$ cat config.mk
export PLATFORM = sky130hd
export DESIGN_NAME = imem_loader
export DESIGN_NICKNAME = d
export VERILOG_FILES = /design/src/rtl/imem_loader_pkg.sv /design/src/rtl/imem_loader_byte_assembler.sv /design/src/rtl/imem_loader.sv
export SDC_FILE = /design/constraint.sdc
export NUM_CORES = 1
export LEC_CHECK = 0
export CAP_MARGIN = 20
export CORE_UTILIZATION = 54
export CTS_CLUSTER_DIAMETER = 30
export CTS_CLUSTER_SIZE = 25
export DETAILED_ROUTE_END_ITERATION = 12
export GPL_ROUTABILITY_DRIVEN = 0
export PLACE_DENSITY_LB_ADDON = 0.05
export SLEW_MARGIN = 20
export SYNTH_ARGS = -nofsm -noshare
export SYNTH_HDL_FRONTEND = slang
export SYNTH_HIERARCHICAL = 1
export SYNTH_SLANG_ARGS = --single-unit
$ cat constraint.sdc
create_clock -name clk -period 3.38 [get_ports clk]
set_input_delay 0.338 -clock clk [delete_from_list [all_inputs] [get_ports clk]]
set_output_delay 0.338 -clock clk [all_outputs]
set_load 0.01 [all_outputs]
$ cat src/rtl/imem_loader_pkg.sv
// Shared types and constants for the boot-time instruction memory loader.
package imem_loader_pkg;

  localparam int unsigned BYTES_PER_WORD = 4;
  localparam int unsigned HDR_BYTES      = 4;

  typedef enum logic [2:0] {
    StIdle,
    StHdr,
    StData,
    StWrite,
    StCsum,
    StDone,
    StErr
  } loader_state_t;

endpackage

$ cat src/rtl/imem_loader_byte_assembler.sv
// Little-endian byte-to-word shift register: the first byte of a word lands in bits [7:0].
module imem_loader_byte_assembler
  import imem_loader_pkg::*;
#(
  parameter int unsigned DATA_WIDTH = 32
) (
  input  logic                  clk,
  input  logic                  rst,
  input  logic                  clear,
  input  logic                  shift,
  input  logic [7:0]            byte_in,
  output logic [DATA_WIDTH-1:0] word_next,
  output logic                  word_full
);

  localparam int unsigned CntW = $clog2(BYTES_PER_WORD);

  logic [DATA_WIDTH-1:0] word_q;
  logic [CntW-1:0]       count_q;

  // Value the word takes once the byte currently offered is shifted in.
  assign word_next = {byte_in, word_q[DATA_WIDTH-1:8]};
  assign word_full = shift && (count_q == CntW'(BYTES_PER_WORD - 1));

  always_ff @(posedge clk or posedge rst) begin
    if (rst) begin
      word_q  <= '0;
      count_q <= '0;
    end else if (clear) begin
      word_q  <= '0;
      count_q <= '0;
    end else if (shift) begin
      word_q  <= word_next;
      count_q <= count_q + CntW'(1);
    end
  end

endmodule

$ cat src/rtl/imem_loader.sv
// Boot loader: receives a framed byte stream, writes words into the instruction SRAM,
// verifies a trailing XOR checksum and releases the core from reset on success.
module imem_loader
  import imem_loader_pkg::*;
#(
  parameter int unsigned DATA_WIDTH      = 32,
  parameter int unsigned SRAM_ADDR_WIDTH = 8,
  parameter int unsigned WMASK_WIDTH     = DATA_WIDTH / 8
) (
  input  logic                       clk,
  input  logic                       rst,
  input  logic                       start_i,
  input  logic [7:0]                 rx_data_i,
  input  logic                       rx_valid_i,
  output logic                       rx_ready_o,
  output logic                       sram_csb_o,
  output logic                       sram_web_o,
  output logic [WMASK_WIDTH-1:0]     sram_wmask_o,
  output logic [SRAM_ADDR_WIDTH-1:0] sram_addr_o,
  output logic [DATA_WIDTH-1:0]      sram_din_o,
  output logic                       core_rst_o,
  output logic                       busy_o,
  output logic                       done_o,
  output logic                       err_o,
  output logic [SRAM_ADDR_WIDTH:0]   words_loaded_o
);

  localparam logic [31:0] MaxWords = 32'(2 ** SRAM_ADDR_WIDTH);

  loader_state_t state_q, state_d;

  logic                     xfer;
  logic                     start_ok;
  logic                     asm_shift;
  logic                     word_full;
  logic                     last_word;
  logic [DATA_WIDTH-1:0]    word_next;
  logic [31:0]              hdr_count;
  logic [SRAM_ADDR_WIDTH:0] n_q;
  logic [7:0]               csum_q;

  logic                     rx_ready_d, busy_d, core_rst_d, done_d, err_d, csb_d;
  logic [WMASK_WIDTH-1:0]   wmask_d;

  assign xfer      = rx_valid_i && rx_ready_o;
  assign start_ok  = start_i && (state_q inside {StIdle, StDone, StErr});
  assign asm_shift = xfer && (state_q inside {StHdr, StData});
  assign hdr_count = word_next[31:0];
  assign last_word = (words_loaded_o + (SRAM_ADDR_WIDTH + 1)'(1)) == n_q;

  imem_loader_byte_assembler #(
    .DATA_WIDTH (DATA_WIDTH)
  ) u_asm (
    .clk       (clk),
    .rst       (rst),
    .clear     (start_ok),
    .shift     (asm_shift),
    .byte_in   (rx_data_i),
    .word_next (word_next),
    .word_full (word_full)
  );

  always_ff @(posedge clk or posedge rst) begin
    if (rst) state_q <= StIdle;
    else     state_q <= state_d;
  end

  always_comb begin
    state_d = state_q;
    case (state_q)
      StIdle, StDone, StErr: if (start_i) state_d = StHdr;
      StHdr: begin
        if (xfer && word_full) begin
          if (hdr_count > MaxWords)  state_d = StErr;
          else if (hdr_count == '0)  state_d = StCsum;
          else                       state_d = StData;
        end
      end
      StData:  if (xfer && word_full) state_d = StWrite;
      StWrite: state_d = last_word ? StCsum : StData;
      StCsum:  if (xfer) state_d = (rx_data_i == csum_q) ? StDone : StErr;
      default: state_d = StIdle;
    endcase
  end

  // Outputs are decoded from the next state and registered, so they line up with state_q.
  always_comb begin
    rx_ready_d = state_d inside {StHdr, StData, StCsum};
    busy_d     = state_d inside {StHdr, StData, StWrite, StCsum};
    core_rst_d = state_d != StDone;
    done_d     = state_d == StDone;
    err_d      = state_d == StErr;
    csb_d      = state_d != StWrite;
    wmask_d    = (state_d == StWrite) ? '1 : '0;
  end

  always_ff @(posedge clk or posedge rst) begin
    if (rst) begin
      rx_ready_o   <= 1'b0;
      busy_o       <= 1'b0;
      core_rst_o   <= 1'b1;
      done_o       <= 1'b0;
      err_o        <= 1'b0;
      sram_csb_o   <= 1'b1;
      sram_web_o   <= 1'b1;
      sram_wmask_o <= '0;
    end else begin
      rx_ready_o   <= rx_ready_d;
      busy_o       <= busy_d;
      core_rst_o   <= core_rst_d;
      done_o       <= done_d;
      err_o        <= err_d;
      sram_csb_o   <= csb_d;
      sram_web_o   <= csb_d;
      sram_wmask_o <= wmask_d;
    end
  end

  always_ff @(posedge clk or posedge rst) begin
    if (rst) begin
      csum_q         <= '0;
      n_q            <= '0;
      words_loaded_o <= '0;
      sram_addr_o    <= '0;
      sram_din_o     <= '0;
    end else if (start_ok) begin
      csum_q         <= '0;
      n_q            <= '0;
      words_loaded_o <= '0;
    end else begin
      if (xfer && state_q == StData) csum_q <= csum_q ^ rx_data_i;
      if (state_q == StHdr && word_full) n_q <= hdr_count[SRAM_ADDR_WIDTH:0];
      if (state_q == StData && word_full) begin
        sram_addr_o <= words_loaded_o[SRAM_ADDR_WIDTH-1:0];
        sram_din_o  <= word_next;
      end
      if (state_q == StWrite) words_loaded_o <= words_loaded_o + (SRAM_ADDR_WIDTH + 1)'(1);
    end
  end

endmodule

# --- Word-level counts from Yosys, hierarchy flattened ---
# Cells that the tools add are included.
op_classes:
  n_addsub: 2
  multipliers: 0
  div: 0
  order_cmp: 1
  n_eq_ne: 17
  shift: 0
  mux: 20
  bitwise_logic: 2
  reduce_logical: 20
op_table:
  columns: ["op", "count"]
  rows:
  - ["$mux 32", 2]
  - ["$mux 9", 4]
  - ["$gt 32x9->1 const B", 1]
  - ["$logic_not 32->1", 1]
  - ["$mux 3", 7]
  - ["$eq 3x3->1 const B", 6]
  - ["$mux 8", 2]
  - ["$pmux 3 s5", 1]
  - ["$eq 3x2->1 const B", 4]
  - ["$reduce_bool 2->1", 5]
  - ["$add 9x1->9 const B", 1]
  - ["$eq 9x9->1", 1]
  - ["$eq 8x8->1", 1]
  - ["$logic_and 1x1->1", 8]
  - ["$xor 8x8->8", 1]
  - ["$eq 3x1->1 const B", 2]
  - ["$mux 2", 3]
  - ["$reduce_bool 3->1", 2]
  - ["$mux 4", 1]
  - ["$reduce_bool 4->1", 1]
  - ["$logic_not 3->1", 1]
  - ["$ne 3x2->1 const B", 1]
  - ["$ne 3x3->1 const B", 1]
  - ["$reduce_or 3->1", 1]
  - ["4 further kinds", 4]
word_totals:
  reg_bits: 113
  latch_bits: 0
  mem_bits_rw: 0
  rom_bits: 0
  inputBits: 12
  out_inout_bits: 60
  elab_cells: 77
  mem_count: 0

# --- Depth between registers and ports, before layout ---
# Gate-level depths: netlist of run 1.
depth:
  depth_word: 9
  ltp_mapped: 13
  depth_no_buf: 9

# --- Modules after synthesis ---
# Netlist of run 1, hierarchy kept.
modules_own_cells:
  columns: ["mod", "instances", "cells_each", "area_per_inst_um2", "seq_area_each_um2"]
  rows:
  - ["imem_loader", 1, 314, 3533.4, 1904.3]
  - ["imem_loader_byte_assembler", 1, 95, 1158.6, 650.6]

# --- Worst setup path before layout of run 1 ---
# No wires, ideal clock.
synth_path:
  path_type: "reg-to-reg"
  startpoint: "register state_q[1]"
  endpoint: "register done_o"
  setup_ns: 0.119
  arrival_time_ns: 2.299
  t_required_ns: 3.261
  path_slack_ns: 0.962
  path_stages_with_launch: 14
  path_buffers: 4
  period_less_slack_ns: 2.418
  path_cell_list: "dfrtp_1 -> clkbuf_1 -> xnor2_1 -> nor3_1 -> buf_6 -> buf_12 -> and2_1 -> nand4bb_1 -> clkbuf_1 -> nor2_1 -> o41ai_1 -> nand2_1 -> a41o_2 -> and2_1"
synth_via:
  elab_chain_cells: 8
  word_cells_on_any_way: 18
  classes_between: "eq/ne: 7; mux: 5; reduce/logical: 6"
synth_lines:
  columns: ["item", "line_no", "text"]
  rows:
  - ["start: declaration", "imem_loader.sv:30", "loader_state_t state_q, state_d;"]
  - ["start signal: assignment", "imem_loader.sv:64", "if (rst) state_q <= StIdle;"]
  - ["start signal: assignment", "imem_loader.sv:65", "else state_q <= state_d;"]
  - ["$eq 3x1->1 or $eq 3x2->1 (tied branches)", "imem_loader.sv:47", "assign asm_shift = xfer && (state_q inside {StHdr, StData});"]
  - ["$reduce_bool 2->1 (*)", "imem_loader.sv:47", null]
  - ["$logic_and 1x1->1 (*)", "imem_loader.sv:47", null]
  - ["via asm_shift", "imem_loader.sv:34", "logic asm_shift;"]
  - ["$logic_and 1x1->1 (*)", "imem_loader_byte_assembler.sv:23", "assign word_full = shift && (count_q == CntW'(BYTES_PER_WORD - 1));"]
  - ["via word_full", "imem_loader.sv:35", "logic word_full;"]
  - ["$logic_and 1x1->1 (*)", "imem_loader.sv:73, imem_loader.sv:79", null]
  - ["$mux 3, on equally long branches", "imem_loader.sv:79, imem_loader.sv:73", null]
  - ["$pmux 3 s5 (*)", "imem_loader.sv:70", "case (state_q)"]
  - ["via state_d[2]", "imem_loader.sv:30", null]
  - ["$eq 3x3->1 (*)", "imem_loader.sv:91", "done_d = state_d == StDone;"]
  - ["via done_d", "imem_loader.sv:42", "logic rx_ready_d, busy_d, core_rst_d, done_d, err_d, csb_d;"]
  - ["end signal: assignment", "imem_loader.sv:111", "done_o <= done_d;"]
  - ["end: declaration", "imem_loader.sv:23", "output logic done_o,"]
# Mark *: on every way through the listed nets, which the timed path passes. The rest lies on a longest branch.
# A chain may end at the register's enable or synchronous reset.

# --- Worst setup path after layout of run 1 ---
layout_path:
  startpoint: "register words_loaded_o[0]"
  endpoint: "register done_o"
layout_via:
  elab_chain_cells: 5
layout_lines:
  columns: ["item", "line_no", "text"]
  rows:
  - ["start: declaration", "imem_loader.sv:25", "output logic [SRAM_ADDR_WIDTH:0] words_loaded_o"]
  - ["start signal: assignment", "imem_loader.sv:137", "if (state_q == StWrite) words_loaded_o <= words_loaded_o + (SRAM_ADDR_WIDTH + 1)'(1);"]
  - ["$add 9x1->9", "imem_loader.sv:49", "assign last_word = (words_loaded_o + (SRAM_ADDR_WIDTH + 1)'(1)) == n_q;"]
  - ["$eq 9x9->1", "imem_loader.sv:49", null]
  - ["$mux 3", "imem_loader.sv:80", "StWrite: state_d = last_word ? StCsum : StData;"]
  - ["$pmux 3 s5", "imem_loader.sv:70", null]
  - ["via state_d[2]", "imem_loader.sv:30", null]
  - ["$eq 3x3->1", "imem_loader.sv:91", null]
  - ["via done_d", "imem_loader.sv:42", null]
# The timed path passes the listed nets, and every way through them passes these cells.

==> run metrics, run 1 <==
# setup viols final=0; crit end category=flop; vias in the first global route=~3000; reg2reg start=words_loaded_o[0]$_DFFE_PP0P_; Top FF cell, synth=dfrtp_1; DR DRC count=0; FILL cells=644; synth top area cells=dfrtp_1, mux2_2, mux2i_1; CTS Buffer Depth=2; global routing usage on met3=4.226%; Top Ports=72; WS Path Type=reg -> reg; ANT nets after route=0; syn_nets=between 400 and 500; max-cap viol count=0; Core Util, Final=about 67%; Fmax=0.4151 GHz; vias per cell=~5.4; All-Layer GR Usage=23.00%; Detailed Routing Iterations Pass 1=4; P&R area growth vs syn=18.67%; Slowest-stage cell, CP=or4_4; Clock Sink Count=102; layout cells sized above 1=16.14%; Synth area leader=dfrtp_1; Detailed Route WL=9376 µm; met1 GRT Util=about a third; CTS tree=done; Syn Area/Cell=11.47 µm²; ANT cells=0; Post-Syn Area=4692 µm²; GR Overflow Total=0; Async SR Flop Fraction=between 90% and 100%; Clock Latency Late Sink=0.37 ns; worst-path cell chain=ha_1, and3_1, xnor2_1, or4_4, nor3_2, a41o_2, and2_1; IO buf count=71; Core Area=8299 µm²; dpl cells=560; first-pass GRT wire length=15550 µm; post-cts resize count=0; Final #Nets=480; largest net degree at the start of global routing=45; post-route non-filler standard cell count=576; placed cell areas=5364 µm²; pre-CTS worst setup slack=0.7324 ns; multi-input logic area=1888 µm²; Yosys reg bits=102; Worst R2R End=done_o$_DFF_PP0_; Fin. Hold Viols=0; Peak supply drop=about 0.48 mV; CTS root buf=clkbuf_8; floorplan die height=95.22 µm; Seq/Total Area, Yosys=between 50 and 60%; Worst Path Arrival=roughly 2.7 ns; Sum Neg Setup Slack=0 ns; RSZ-0062 raised after global routing=false; total leakage power=2.461 nW; status=completed; Slew HR=between 30% and 40%; GR Layer Usage met2=33.33%; hold crit path type=in -> async; Mapped Cells=about 410; max-slew violations=0; PnR worst setup slack=0.9711 ns; PwrDens=~780 nW/µm²; CTS Hold Buffers Added=0; initial antenna violation count=0; Yosys top cell area share=between 50% and 60%; cell row count=33; Least-Margin Pin Slew=about 0.94 ns; WP data required=3.69 ns; Clock Pin Slew Worst Setup and Hold Paths=0.10 ns; clk_skew=0.01162 ns; gr busiest metal=met1; full die area=just over 9000 µm²; Seq. cell area=2555 µm²; Die Wd=95.22 µm; R2R setup slack=just under 1 ns; Initial Util=between 50% and 60%; H-tree depth=3; Avg WL per Cell=between 15 and 20 µm; slowest stage delay, CP=0.53 ns; post-route cell area=between 5000 and 6000 µm²; Reg2Reg Depth=7; critical path peak fanout=8; Yosys Warn Count=6; Startpoint Class=flop; Post-DP HPWL=6634 µm; min Tclk post-route=around 2.4 ns; DR iter-0 viols=120; TritonCTS buffer count=9; Post-synth EDFFs=0; setup bufs post-CTS=0; Final period util=71.27%; Cell variety after synth=46; Vias=3133
-- cells in the mapped netlist, types with 8 or more instances --
| cell type | n |
|---|---|
| dfrtp_1 | 100 |
| xor2_1 | 12 |
| a21oi_1 | 13 |
| o21ai_0 | 14 |
| mux2i_1 | 27 |
| buf_4 | 12 |
| xnor2_1 | 20 |
| mux2_2 | 40 |
| nor2_1 | 41 |
| nand2_1 | 42 |
| nor4_1 | 8 |
-- sequential cells by signal, indices dropped and copies added, names as in the netlist --
register        flops
busy_o              1
core_rst_o          1
csum_q              8
done_o              1
err_o               1
n_q                 9
rx_ready_o          1
sram_addr_o         8
sram_din_o         32
sram_web_o          1
sram_wmask_o        1
state_q             3
u_asm/count_q       2
u_asm/word_q       24
words_loaded_o      9
-- worst max path at each step --
| stage | start | slack, ns | cells past startpoint | to |
|---|---|---|---|---|
| 2_1_floorplan | state_q[1]$_DFF_PP0_ | 0.96 | 13 | done_o$_DFF_PP0_ |
| 3_3_place_gp | rx_data_i[6] | 0.79 | 7 | done_o$_DFF_PP0_ |
| 3_5_place_dp | rx_data_i[6] | 0.73 | 7 | done_o$_DFF_PP0_ |
| 4_1_cts | words_loaded_o[0]$_DFFE_PP0P_ | 0.95 | 7 | done_o$_DFF_PP0_ |
| 5_1_grt | words_loaded_o[0]$_DFFE_PP0P_ | 0.80 | 7 | done_o$_DFF_PP0_ |
| 6_report | words_loaded_o[0]$_DFFE_PP0P_ | 0.97 | 7 | done_o$_DFF_PP0_ |
-- kinds of logic (layout without fill, tap and decap cells) --
logic type / count (synthesis) / in the layout / synth area share, %
buffers and inverters: 38 / 100 / 5.520
xor gates and xnor gates: 33 / 33 / 6.320
muxes: 67 / 67 / 15.36
DFF: 102 / 102 / 54.45
and+or+nand+nor: 128 / 128 / 12.83
AOI/OAI and AO/OA: 39 / 39 / 4.987
adders and majority gates: 2 / 2 / 0.5332
-- worst max-delay path: cells and delay by family (launching register included) --
kind	cells	cell delay [ns]
compound gates	1	0.25
flops	1	0.48
xor+xnor	1	0.14
simple gates	4	1.19
fa+ha+maj	1	0.30
-- routing by layer --
metal  wire [µm]  share of wire, %
met3         450               4.8
met5           0                 0
met4         233               2.5
met2        4321                46
met1        4371                47
-- layout by cell type, fill, tap and decap left out, types with 3 or more instances in the layout --
master | Yosys | routed
mux2i_1 | 27 | 27
nor2_1 | 41 | 41
dfrtp_1 | 100 | 100
xor2_1 | 12 | 12
and2_1 | 4 | 4
nand3_1 | 7 | 7
buf_4 | 12 | 8
o21ai_0 | 14 | 14
clkbuf_8 | 0 | 9
clkdlybuf4s50_1 | 0 | 71
nand2_1 | 42 | 42
mux2_2 | 40 | 40
inv_6 | 0 | 3
o31ai_1 | 3 | 3
a21oi_1 | 13 | 13
xnor2_1 | 20 | 20
nor4_1 | 8 | 8
nor3_1 | 6 | 5
inv_1 | 5 | 3
nand4_1 | 5 | 5
-- metrics by stage --
stage	hold WS, ns	total power [mW]
after floorplan	0.3780	2.882
after global placement	0.4879	3.512
after detailed placement	0.4945	3.552
after CTS	0.4079	4.353
after global routing	0.4530	4.596
final	0.4011	4.317
-- area by class of cell --
| class | count | area share [%] |
|---|---|---|
| Sequential cell | 102 | 45.89 |
| Multi-Input combinational cell | 269 | 33.91 |
| Timing Repair Buffer | 79 | 13.84 |
| Tap cell | 105 | 2.360 |
| Clock buffer | 9 | 2.225 |
| Clock inverter | 7 | 1.438 |
| Inverter | 5 | 0.3371 |
-- power by group --
part | internal [mW] | total, mW | switching (mW) | leakage (nW)
Sequential | 1.60 | 1.95 | 0.348 | 1.36
Combinational | 0.859 | 1.57 | 0.713 | 1.00
Clock | 0.354 | 0.796 | 0.442 | 0.103
No activity file was read; power rests on OpenSTA's default activity.
==> inputs of run 2 (changes only) <==
--- a/config.mk
+++ b/config.mk
@@ -6,7 +6,7 @@
 export NUM_CORES = 1
 export LEC_CHECK = 0
 export CAP_MARGIN = 20
-export CORE_UTILIZATION = 54
+export CORE_UTILIZATION = 49
 export CTS_CLUSTER_DIAMETER = 30
 export CTS_CLUSTER_SIZE = 25
 export DETAILED_ROUTE_END_ITERATION = 12
==> constraint.sdc (replaced) <==
create_clock -name clk -period 2.05 [get_ports clk]
set_input_delay 0.205 -clock clk [delete_from_list [all_inputs] [get_ports clk]]
set_output_delay 0.205 -clock clk [all_outputs]
set_load 0.01 [all_outputs]
==> run 2 against run 1 <==
Against the previous run: highest routed layer unchanged; die area grew 10%; non-clock buffer count grew 68; via count grew 10%; clock power grew 66%; wire length grew 19%; maximum frequency grew 16%; the flow now finishes with violations (setup timing); utilization grew 3.0 points; critical path type unchanged; total power grew 87%.
==> run metrics, run 2 (same netlist as run 1, synthesis figures left out) <==
ANT nets after route=0; CTS Hold Buffers Added=0; hold crit path type=in -> async; Vias=3460; DR DRC count=0; vias in the first global route=3400; Top Ports=72; biggest regs=sram_din_o x32, u_asm/word_q x24; WS Path Type=reg -> reg; Top reg by flops=sram_din_o; CTS Buffer Depth=2; pre-CTS worst setup slack=-0.1879 ns; reg2reg start=words_loaded_o[1]$_DFFE_PP0P_; RSZ-0062 raised after global routing=true; post-route cell area=6480 µm²; most common cell after layout, fill and taps aside=dfrtp_1; ANT cells=0; Worst Path Arrival=2.40 ns; Final #Nets=~550; Post-DP HPWL=7370 µm; Peak supply drop=0.6169 mV; All-Layer GR Usage=23.00%; max-slew violations=0; most frequent cells in the layout=dfrtp_1, clkdlybuf4s50_1, buf_4, nand2_1, nor2_1; failing checks=setup timing; Die Wd=99.86 µm; WP data required=2.37 ns; PwrDens=roughly 1200 nW/µm²; PnR worst setup slack=-0.02460 ns; Clock Pin Slew Worst Setup and Hold Paths=0.10 ns; overall power=8.052 mW; min Tclk post-route=2.075 ns; max-cap viol count=0; IO buf count=71; R2R setup slack=-0.02 ns; Clock Sink Count=between 100 and 150; Setup crit end=done_o$_DFF_PP0_; layout cells sized above 1=approximately 30%; floorplan die height=99.86 µm; GR Overflow Total=0; Worst Setup SP=words_loaded_o[1]$_DFFE_PP0P_; Core Area=9240 µm²; initial antenna violation count=0; H-tree depth=3; total leakage power=between 2 and 3 nW; DR iter-0 viols=157; placed cell areas=6022 µm²; critical path peak fanout=3; status=finished, violations left; vias per cell=5.180; Avg WL per Cell=about 17 µm; # setup viols final=1; crit end category=flop; Startpoint Class=flop; full die area=around 10000 µm²; max reg flops=32; TritonCTS buffer count=9; CTS tree=done; Worst R2R End=done_o$_DFF_PP0_; Slew HR=69.00%; cell row count=35; Clock Latency Late Sink=0.38 ns; Fmax=0.4820 GHz; Detailed Routing Iterations Pass 1=4; first-pass GRT wire length=17570 µm; clk_skew=0.008777 ns; CTS root buf=clkbuf_8; P&R area growth vs syn=38.11%; Reg2Reg Depth=7; Detailed Route WL=approximately 11000 µm; largest net degree at the start of global routing=77; Initial Util=50.78%; Final period util=101.2%; Least-Margin Pin Slew=around 0.47 ns; Fin. Hold Viols=0
==> run 2: cell types whose count changed in the layout (fill, tap and decap cells not counted), sizes merged <==
| cell | before | now |
|---|---|---|
| buf | 8 | 72 |
| clkbuf | 9 | 14 |
| inv | 8 | 5 |
| clkinvlp | 1 | 3 |
==> run 2: area by class of cell <==
type | instances | area, µm²
clock buffer | 10 | 137.6
clock inverter | 6 | 70.07
fill | 675 | 2760
inverter | 5 | 22.52
multi-input combinational | 269 | 2106
sequential | 102 | 2557
tap | 129 | 161.4
timing repair buffer | 147 | 1425
==> run 2: worst min path at each step <==
stage,start,endpoint,cells after the start
floorplan,rst,u_asm/count_q[0]$_DFFE_PP0P_,1
global placement,sram_addr_o[0]$_DFFE_PP0P_,sram_addr_o[0]$_DFFE_PP0P_,1
detailed placement,sram_addr_o[2]$_DFFE_PP0P_,sram_addr_o[2]$_DFFE_PP0P_,1
CTS,rst,u_asm/word_q[19]$_DFFE_PP0P_,3
global route,rst,u_asm/word_q[10]$_DFFE_PP0P_,3
finish,rst,u_asm/word_q[10]$_DFFE_PP0P_,3
==> run 2: report_power, final <==
part           internal [mW]  total (mW)  switching (mW)
Sequential              2.64        3.03           0.382
Clock                  0.606        1.32           0.719
Combinational           2.09        3.70            1.61
==> run 2: metrics by stage <==
stage | setup TNS, ns | hold slack, ns | util (%) | cells
2_1_floorplan | -4.870 | 0.2450 | - | 409
3_3_place_gp | -6.372 | 0.4876 | 65.17 | 643
3_5_place_dp | -6.412 | 0.4933 | 65.17 | 643
4_1_cts | -0.01001 | 0.2598 | 67.56 | 659
5_1_grt | -0.3295 | 0.2848 | 70.13 | 668
6_report | -0.02460 | 0.2590 | 70.13 | 668
==> run 2: per-layer routing <==
layer  GRT usage, %  routed length, µm
met4          8.258                145
met5              0                  0
met1          32.37               5190
met2          36.02               5388
met3          4.039                422
==> run 2: what timing repair did <==
item	4_1_cts	5_1_grt
endpoints found under the setup margin	4	33
resized for setup	2	18
gates cloned	0	5
buffers inserted	0	4
pin swaps	1	9
==> run 2: worst max-delay path: stages, from the launching register on <==
cell and delay [ns]:
dfrtp_2 0.44, ha_4 0.16, and3_4 0.18, xnor2_1 0.12
or4_4 0.55, nor3_4 0.18, a41o_2 0.25, and2_4 0.13
